<file path="src/rtl/ps2_rx_fifo.sv">
// PS/2 device-to-host receiver: synchronised and glitch-filtered inputs, an 11-bit
// frame decoder with parity/stop/timeout checking, and a show-ahead byte FIFO.
module ps2_rx_fifo #(
    parameter int FIFO_DEPTH  = 8,
    parameter int FILTER_LEN  = 4,
    parameter int TIMEOUT_CYC = 100000,
    parameter int CNT_W       = $clog2(FIFO_DEPTH + 1)
) (
    input  logic             ck,
    input  logic             reset,
    input  logic             scl,
    input  logic             sda,
    output logic [7:0]       data_out,
    output logic             data_valid,
    input  logic             data_ready,
    output logic             parity_err,
    output logic             frame_err,
    output logic             overflow,
    output logic [CNT_W-1:0] fifo_count
);

    localparam int AW = $clog2(FIFO_DEPTH);
    localparam int FW = $clog2(FILTER_LEN + 1);
    localparam int TW = $clog2(TIMEOUT_CYC + 1);

    typedef enum logic [1:0] {
        IDLE,
        DATA,
        PARITY,
        STOP
    } state_t;

    state_t state, next_state;

    logic [1:0]    raw_lines;
    logic [1:0]    sync1, sync2, filt;
    logic [FW-1:0] fcnt [2];
    logic          scl_d;
    logic          fall, scl_edge, sda_f;

    logic [2:0]    bit_cnt;
    logic [7:0]    shreg;
    logic          pbit;
    logic [TW-1:0] tcnt;
    logic          timeout;

    logic          shift_en, latch_parity, clear_bits;
    logic          push_req, perr_req, ferr_req;

    logic [7:0]    mem [FIFO_DEPTH];
    logic [AW-1:0] wr_ptr, rd_ptr;
    logic          fifo_full, pop, push_ok;

    // Bit 0 is scl, bit 1 is sda; a line only moves after FILTER_LEN agreeing samples.
    assign raw_lines = {sda, scl};

    always_ff @(posedge ck or negedge reset) begin
        if (!reset) begin
            sync1 <= 2'b11;
            sync2 <= 2'b11;
            filt  <= 2'b11;
            scl_d <= 1'b1;
            for (int i = 0; i < 2; i++) begin
                fcnt[i] <= '0;
            end
        end else begin
            sync1 <= raw_lines;
            sync2 <= sync1;
            scl_d <= filt[0];
            for (int i = 0; i < 2; i++) begin
                if (sync2[i] == filt[i]) begin
                    fcnt[i] <= '0;
                end else if (fcnt[i] == FW'(FILTER_LEN - 1)) begin
                    filt[i] <= sync2[i];
                    fcnt[i] <= '0;
                end else begin
                    fcnt[i] <= fcnt[i] + 1'b1;
                end
            end
        end
    end

    assign fall     = scl_d & ~filt[0];
    assign scl_edge = scl_d ^ filt[0];
    assign sda_f    = filt[1];
    assign timeout  = (state != IDLE) && !scl_edge && (tcnt == TW'(TIMEOUT_CYC - 1));

    always_ff @(posedge ck or negedge reset) begin
        if (!reset) begin
            state <= IDLE;
        end else begin
            state <= next_state;
        end
    end

    always_comb begin
        next_state = state;
        if (timeout) begin
            next_state = IDLE;
        end else if (fall) begin
            case (state)
                IDLE:    if (!sda_f) next_state = DATA;
                DATA:    if (bit_cnt == 3'd7) next_state = PARITY;
                PARITY:  next_state = STOP;
                STOP:    next_state = IDLE;
                default: next_state = IDLE;
            endcase
        end
    end

    // The stop bit is judged before parity so a frame raises at most one error.
    always_comb begin
        shift_en     = 1'b0;
        latch_parity = 1'b0;
        clear_bits   = 1'b0;
        push_req     = 1'b0;
        perr_req     = 1'b0;
        ferr_req     = timeout;
        if (fall && !timeout) begin
            case (state)
                IDLE:   clear_bits = 1'b1;
                DATA:   shift_en = 1'b1;
                PARITY: latch_parity = 1'b1;
                STOP: begin
                    if (!sda_f) begin
                        ferr_req = 1'b1;
                    end else if (^{shreg, pbit} == 1'b0) begin
                        perr_req = 1'b1;
                    end else begin
                        push_req = 1'b1;
                    end
                end
                default: ;
            endcase
        end
    end

    always_ff @(posedge ck or negedge reset) begin
        if (!reset) begin
            bit_cnt <= '0;
            shreg   <= '0;
            pbit    <= 1'b0;
            tcnt    <= '0;
        end else begin
            if (clear_bits) begin
                bit_cnt <= '0;
            end else if (shift_en) begin
                shreg[bit_cnt] <= sda_f;
                bit_cnt        <= bit_cnt + 1'b1;
            end
            if (latch_parity) begin
                pbit <= sda_f;
            end
            if (state == IDLE || scl_edge) begin
                tcnt <= '0;
            end else if (!timeout) begin
                tcnt <= tcnt + 1'b1;
            end
        end
    end

    // A full FIFO still accepts a push when the head is popped in the same cycle.
    assign data_valid = (fifo_count != '0);
    assign fifo_full  = (fifo_count == CNT_W'(FIFO_DEPTH));
    assign pop        = data_valid & data_ready;
    assign push_ok    = push_req & (~fifo_full | pop);
    assign data_out   = data_valid ? mem[rd_ptr] : 8'h00;

    always_ff @(posedge ck) begin
        if (push_ok) begin
            mem[wr_ptr] <= shreg;
        end
    end

    always_ff @(posedge ck or negedge reset) begin
        if (!reset) begin
            wr_ptr     <= '0;
            rd_ptr     <= '0;
            fifo_count <= '0;
            parity_err <= 1'b0;
            frame_err  <= 1'b0;
            overflow   <= 1'b0;
        end else begin
            if (push_ok) begin
                wr_ptr <= wr_ptr + 1'b1;
            end
            if (pop) begin
                rd_ptr <= rd_ptr + 1'b1;
            end
            case ({push_ok, pop})
                2'b10:   fifo_count <= fifo_count + 1'b1;
                2'b01:   fifo_count <= fifo_count - 1'b1;
                default: fifo_count <= fifo_count;
            endcase
            parity_err <= perr_req;
            frame_err  <= ferr_req;
            overflow   <= push_req & fifo_full & ~pop;
        end
    end

endmodule
</file>
<file path="config.mk">
export PLATFORM = sky130hd
export DESIGN_NAME = ps2_rx_fifo
export DESIGN_NICKNAME = d
export VERILOG_FILES = /design/src/rtl/ps2_rx_fifo.sv
export SDC_FILE = /design/constraint.sdc
export NUM_CORES = 1
export LEC_CHECK = 0
export CAP_MARGIN = 30
export CORE_MARGIN = 2
export CORE_UTILIZATION = 26
export CTS_CLUSTER_DIAMETER = 200
export DETAILED_ROUTE_END_ITERATION = 8
export HOLD_SLACK_MARGIN = 0.02
export PLACE_DENSITY_LB_ADDON = 0.15
export SYNTH_ARGS = -nofsm -noshare
export SYNTH_HDL_FRONTEND = slang
export SYNTH_SLANG_ARGS = --single-unit
</file>
<file path="constraint.sdc">
create_clock -name ck -period 3.4 [get_ports ck]
set_input_delay 0.85 -clock ck [delete_from_list [all_inputs] [get_ports ck]]
set_output_delay 0.85 -clock ck [all_outputs]
set_load 0.03 [all_outputs]
</file>
==> impl_metrics.ini, run 1 <==
[timing]
fin_skew_ns = 0.00817
max_freq_mhz = 307
rsz0062_at_grt = false
slew_violations = 0
tightestPinTransition_ns = 0.793
hold_violations = 0
timing.final.ws_setup_ns = 0.148
finalSetupViolations = 0
min_period_over_period_pct = 95.7
finalSetupTns_ns = 0
max_slew_margin_pct = 47.2
period_needed_ns = 3.25

[min_path]
holdPathEnd = sync2[1]$_DFF_PN1_
hold_depth = 0
worstHoldPathType = reg2reg
hold_start = sync1[1]$_DFF_PN1_

[final_layout]
drive_above_1_share_pct = 20.4
n_antenna_cell = 0
multi_input_area_mm2 = 0.00192
area_growth_syn_to_layout_pct = 22.7
fillers = 2016
finalNonFillerCells = 696
nets = 434
ff_latch_area_mm2 = 0.00336
fin_area_mm2 = 0.00660

[yosys]
ys.flop_type = edfxtp_1
ys_top_cells_by_count = edfxtp_1 (64), dfrtp_1 (50), nor2_1 (18), ha_1 (16), mux4_2 (16)
yosysWarnings = 0
synthCells = 372
ys_ff_latch = 121
synthTopCellsByArea = edfxtp_1 (36%), dfrtp_1 (23%), mux4_2 (6.7%), ha_1 (3.7%), dfstp_2 (3.4%)
syn_nets = 393
yosys.area.top_type = edfxtp_1
seq_area_frac_synth_pct = 62.4
yosysTopAreaCellShare_pct = 35.7
avgSynthCellArea_um2 = 14.5
syn-cell-area_mm2 = 0.00538
synth.distinct_cells = 46
synthArstFlopShare_pct = 47.1
yosysMostFrequentCell = edfxtp_1
synth_edf_count = 64

[critical_path]
r2r-end = fifo_count[2]$_DFFE_PN0P_
regToRegStartpoint = shreg[1]$_DFFE_PN0P_
worst_ep_required_time_ns = 2.55
critPathKind = reg2out
end_kind = output pin
slowest_delay_ns = 0.59
reg2reg_depth = 10
ff2ff_setup_slack_ns = 0.66
worst_ep_arrival_time_ns = 2.40
cp_slowest_cell = clkdlybuf4s50_1
path_cells = buf_12, mux4_2, mux2i_1, nor2_1, clkdlybuf4s50_1
worstPathMaxFanout = 16
critPathLaunchType = flip-flop

[placement]
portBuffers = 20
dp_slack_ns = 0.237
dpl.hpwl_mm = 6.89
dp_cells = 664
place_area_mm2 = 0.00598
gp_congestion = 0.694

[grt]
gr-usage-all-layers_pct = 10.9
grt_pass1_wl_mm = 18.0
antenna_found_initial = 0
grt_max_degree = 58
grt_pass1_vias = 3298
overflow = 0

[die]
start_util_pct = 26.5
die_w_um = 148
die_y_um = 148
core_area_mm2 = 0.0203
dieArea_mm2 = 0.0219
rows = 52
ios = 21

[drt]
wl_per_cell_um = 15.4
vias_per_cell = 4.47
drtPass1Iterations = 4
drtIter0Drc = 139
drt_wl_total_mm = 10.7
via_count = 3113
postRouteAntennaNets = 0
drc = 0

[cts]
cts-htree-levels = 4
clk_pin_slew_ns = 0.06
clock-sinks = 121
cts_setup_buffers = 0
clk_latency_ns = 0.41
ctsRootBufferMaster = clkbuf_16
ctsHoldBuffers = 0
tritoncts = built
clockBufferDepth = 2
numCtsBuffers = 17

[power_and_ir_drop]
cellLeakagePower_uw = 0.00247
ir_worst_vdd_v = 0.000365
power_density_mw_per_mm2 = 875
power.total_uw = 5780

[job]
maxCapViolCount = 0

[outcome]
status = finished clean
[cell families after synthesis]
kind of cell / Yosys count / share of synthesized area (%)
flops: 121 / 62.4
xor+xnor: 25 / 4.86
simple gates: 103 / 11.0
compound gates: 40 / 4.44
fa+ha+maj: 16 / 3.72
mux: 41 / 11.7
buf+inv: 26 / 1.93
[area by class of cell]
cell class	count	share of cell area, %
Clock buffer	18	6.50
Multi-Input combinational cell	225	29.1
Sequential cell	121	50.9
Tap cell	270	5.12
Inverter	13	0.739
Clock inverter	14	2.82
Timing Repair Buffer	35	4.89
[state kept, by name, indices dropped and copies added (netlist names)]
signal      flops
mem            64
tcnt           17
shreg           8
fcnt            6
fifo_count      4
bit_cnt         3
rd_ptr          3
wr_ptr          3
filt            2
state           2
sync1           2
sync2           2
frame_err       1
overflow        1
parity_err      1
pbit            1
scl_d           1
[cell usage in the layout, fill, tap and decap left out, drive strengths merged, types with 14 or more instances in the layout]
master,netlist,layout
clkbuf,8,18
ha,16,16
nor2,18,18
inv,13,19
mux4,16,16
dfrtp,50,50
nor3,15,15
mux2,14,14
clkdlybuf4s50,0,18
buf,5,16
edfxtp,64,64
[stage by stage]
stage | hold WS [ns] | utilization [%]
after floorplan | 0.345 | -
final | 0.357 | 32.5
after global placement | 0.347 | 29.5
after CTS | 0.360 | 32.5
after global routing | 0.363 | 32.5
after detailed placement | 0.351 | 29.5
[repair_timing]
| item | in CTS | in global routing |
|---|---|---|
| setup endpoints to repair | 0 | 1 |
| endpoints found under the hold margin | 0 | 0 |
| resized for setup | 0 | 1 |
[power by group]
part / total (µW) / internal (µW) / switching (µW)
clock: 1870 / 1170 / 695
sequential: 2120 / 1810 / 311
combinational: 1790 / 861 / 931
[worst max-delay path by stage]
stage,endpoint,from,cells after the start
4_1_cts,data_out[6],rd_ptr[0]$_DFFE_PN0P_,5
3_5_place_dp,fifo_count[2]$_DFFE_PN0P_,data_ready,11
2_1_floorplan,mem[1][0]$_DFFE_PP_,scl_d$_DFF_PN1_,7
5_1_grt,data_out[7],rd_ptr[0]$_DFFE_PN0P_,5
6_report,data_out[3],rd_ptr[0]$_DFFE_PN0P_,5
3_3_place_gp,fifo_count[2]$_DFFE_PN0P_,data_ready,11
[metal layers]
metal | GRT usage, % | wire length [µm]
met1 | 12.9 | 4860
met2 | 19.0 | 5470
met3 | 3.24 | 247
met4 | 3.86 | 123
met5 | 0 | 0
[critical path: cells and delay by family (launching register included)]
family        cells  cell delay (ns)
simple gates      1             0.09
flops             1             0.43
mux               2             0.66
buf+inv           2             0.80
Note: power is estimated with default switching activity, not from simulation.
==> run 2, diff against run 1 <==
--- a/config.mk
+++ b/config.mk
@@ -7,7 +7,7 @@
 export LEC_CHECK = 0
 export CAP_MARGIN = 30
 export CORE_MARGIN = 2
-export CORE_UTILIZATION = 26
+export CORE_UTILIZATION = 60
 export CTS_CLUSTER_DIAMETER = 200
 export DETAILED_ROUTE_END_ITERATION = 8
 export HOLD_SLACK_MARGIN = 0.02
==> run 2 against run 1 <==
Die area is 55% lower. Combinational power is 3% lower. Clock skew is 0.0026 ns higher. First-iteration DRC count is 19% lower. Global-route usage is 10 points higher. Sequential cell count stayed put. Design area is 2.9% lower. Sequential share of layout area is 1.5 points higher. Routed wire length is 12% lower. Largest power group unchanged.
==> impl_metrics.ini, run 2 (synthesis results as in run 1) <==
[drt]
postRouteAntennaNets = 0
drt_wl_total_mm = 9.41
drc = 0
via_count = 3104
wl_per_cell_um = 17.6
drtPass1Iterations = 4
drtIter0Drc = 113
vias_per_cell = 5.82

[critical_path]
worstPathMaxFanout = 18
critPathLaunchType = flip-flop
worst_ep_arrival_time_ns = 2.43
worst_ep_required_time_ns = 2.55
end_kind = output pin
critPathKind = reg2out

[timing]
hold_violations = 0
finalSetupTns_ns = 0
period_needed_ns = 3.28
rsz0062_at_grt = false
fin_skew_ns = 0.0108
max_slew_margin_pct = 50.5
min_period_over_period_pct = 96.4
finalSetupViolations = 0
tightestPinTransition_ns = 0.742
max_freq_mhz = 305
slew_violations = 0

[final_layout]
regMostFlops = mem
nets = 433
ff_latch_area_mm2 = 0.00336
layout_common_cells = edfxtp_1 (64), dfrtp_1 (49), clkdlybuf4s50_1 (19), nor2_1 (18)
top_regs = mem (64), tcnt (17), shreg (8)
fillers = 552
area_growth_syn_to_layout_pct = 19.2
fin_util_pct = 73.5
fin_area_mm2 = 0.00641
multi_input_area_mm2 = 0.00192
drive_above_1_share_pct = 20.5
final_common_cell = edfxtp_1
largest_reg_flops = 64
n_antenna_cell = 0

[die]
core_area_mm2 = 0.00872
die_w_um = 98.7
dieArea_mm2 = 0.00974
ios = 21
start_util_pct = 61.7
rows = 34
die_y_um = 98.7

[cts]
clk_pin_slew_ns = 0.06
ctsRootBufferMaster = clkbuf_8
ctsHoldBuffers = 0
numCtsBuffers = 17
clk_latency_ns = 0.51
tritoncts = built
clock-sinks = 121
cts-htree-levels = 4
clockBufferDepth = 2

[min_path]
worstHoldPathType = in2async

[placement]
gp_congestion = 0.749
dpl.hpwl_mm = 5.97
portBuffers = 20
place_area_mm2 = 0.00577

[grt]
overflow = 0
gr-usage-all-layers_pct = 21.4
grt_pass1_vias = 3157
grt_max_degree = 38
antenna_found_initial = 0
grt_pass1_wl_mm = 15.8

[power_and_ir_drop]
ir_worst_vdd_v = 0.000547
power_density_mw_per_mm2 = 896
cellLeakagePower_uw = 0.00246

[job]
maxCapViolCount = 0

[outcome]
status = finished clean
run 2: metal layers:
| layer | wire (µm) | GRT usage [%] |
|---|---|---|
| met5 | 0 | 0 |
| met4 | 168 | 7.59 |
| met3 | 349 | 5.11 |
| met2 | 4950 | 37.3 |
| met1 | 3930 | 26.3 |
run 2: layout make-up:
class                      count  area share [%]
clock buffer                  19            6.73
clock inverter                13            3.02
inverter                      13           0.761
multi-input combinational    225            29.9
sequential                   121            52.4
tap                          108            2.11
timing repair buffer          34            5.07
run 2: path summary, 6_finish.rpt:
path                                  startpoint                   endpoint  slack (ns)  depth (start not counted)
setup / recovery           rd_ptr[0]$_DFFE_PN0P_                data_out[3]        0.12                          5
min in group ck               sync1[0]$_DFF_PN1_         sync2[0]$_DFF_PN1_        0.36                          0
setup reg to reg                 scl_d$_DFF_PN1_  fifo_count[2]$_DFFE_PN0P_        0.68                         11
max in group asynchronous                  reset        filt[0]$_DFFE_PN1P_        2.64                          2
hold reg to reg               sync1[0]$_DFF_PN1_         sync2[0]$_DFF_PN1_        0.36                          0
hold / removal                             reset       parity_err$_DFF_PN0_        0.31                          2
run 2: metrics by stage:
stage	hold WS (ns)	worst slack (ns)	instances	power [µW]
after floorplan	0.345	0.591	372	3370
after global placement	0.348	0.345	500	3840
after detailed placement	0.350	0.249	500	3900
after CTS	0.306	0.0589	532	5790
after global routing	0.323	0.0162	533	6060
final	0.313	0.123	533	5740
run 2: power by group:
part           switching [µW]  internal [µW]
Combinational             870            860
Clock                     655           1220
Sequential                335           1810
run 2: what timing repair did:
item                       CTS  global route
hold endpoints to repair     0             0
setup buffers                0             1
gates resized for setup      1             0
pin swaps                    0             1
setup endpoints to repair    8             6
run 2: worst max-delay path, stage by stage, from the launching register on:
cell             delay, ns
dfrtp_1               0.38
buf_12                0.20
mux4_2                0.52
mux2i_1               0.17
nor2_1                0.06
clkdlybuf4s50_1       0.59
==> run 3, diff against run 2 <==
--- a/config.mk
+++ b/config.mk
@@ -12,6 +12,7 @@
 export DETAILED_ROUTE_END_ITERATION = 8
 export HOLD_SLACK_MARGIN = 0.02
 export PLACE_DENSITY_LB_ADDON = 0.15
+export SLEW_MARGIN = 20
 export SYNTH_ARGS = -nofsm -noshare
 export SYNTH_HDL_FRONTEND = slang
 export SYNTH_SLANG_ARGS = --single-unit
==> results of run 3 <==
The final DEF is identical to that of run 2; final timing and power are the same.
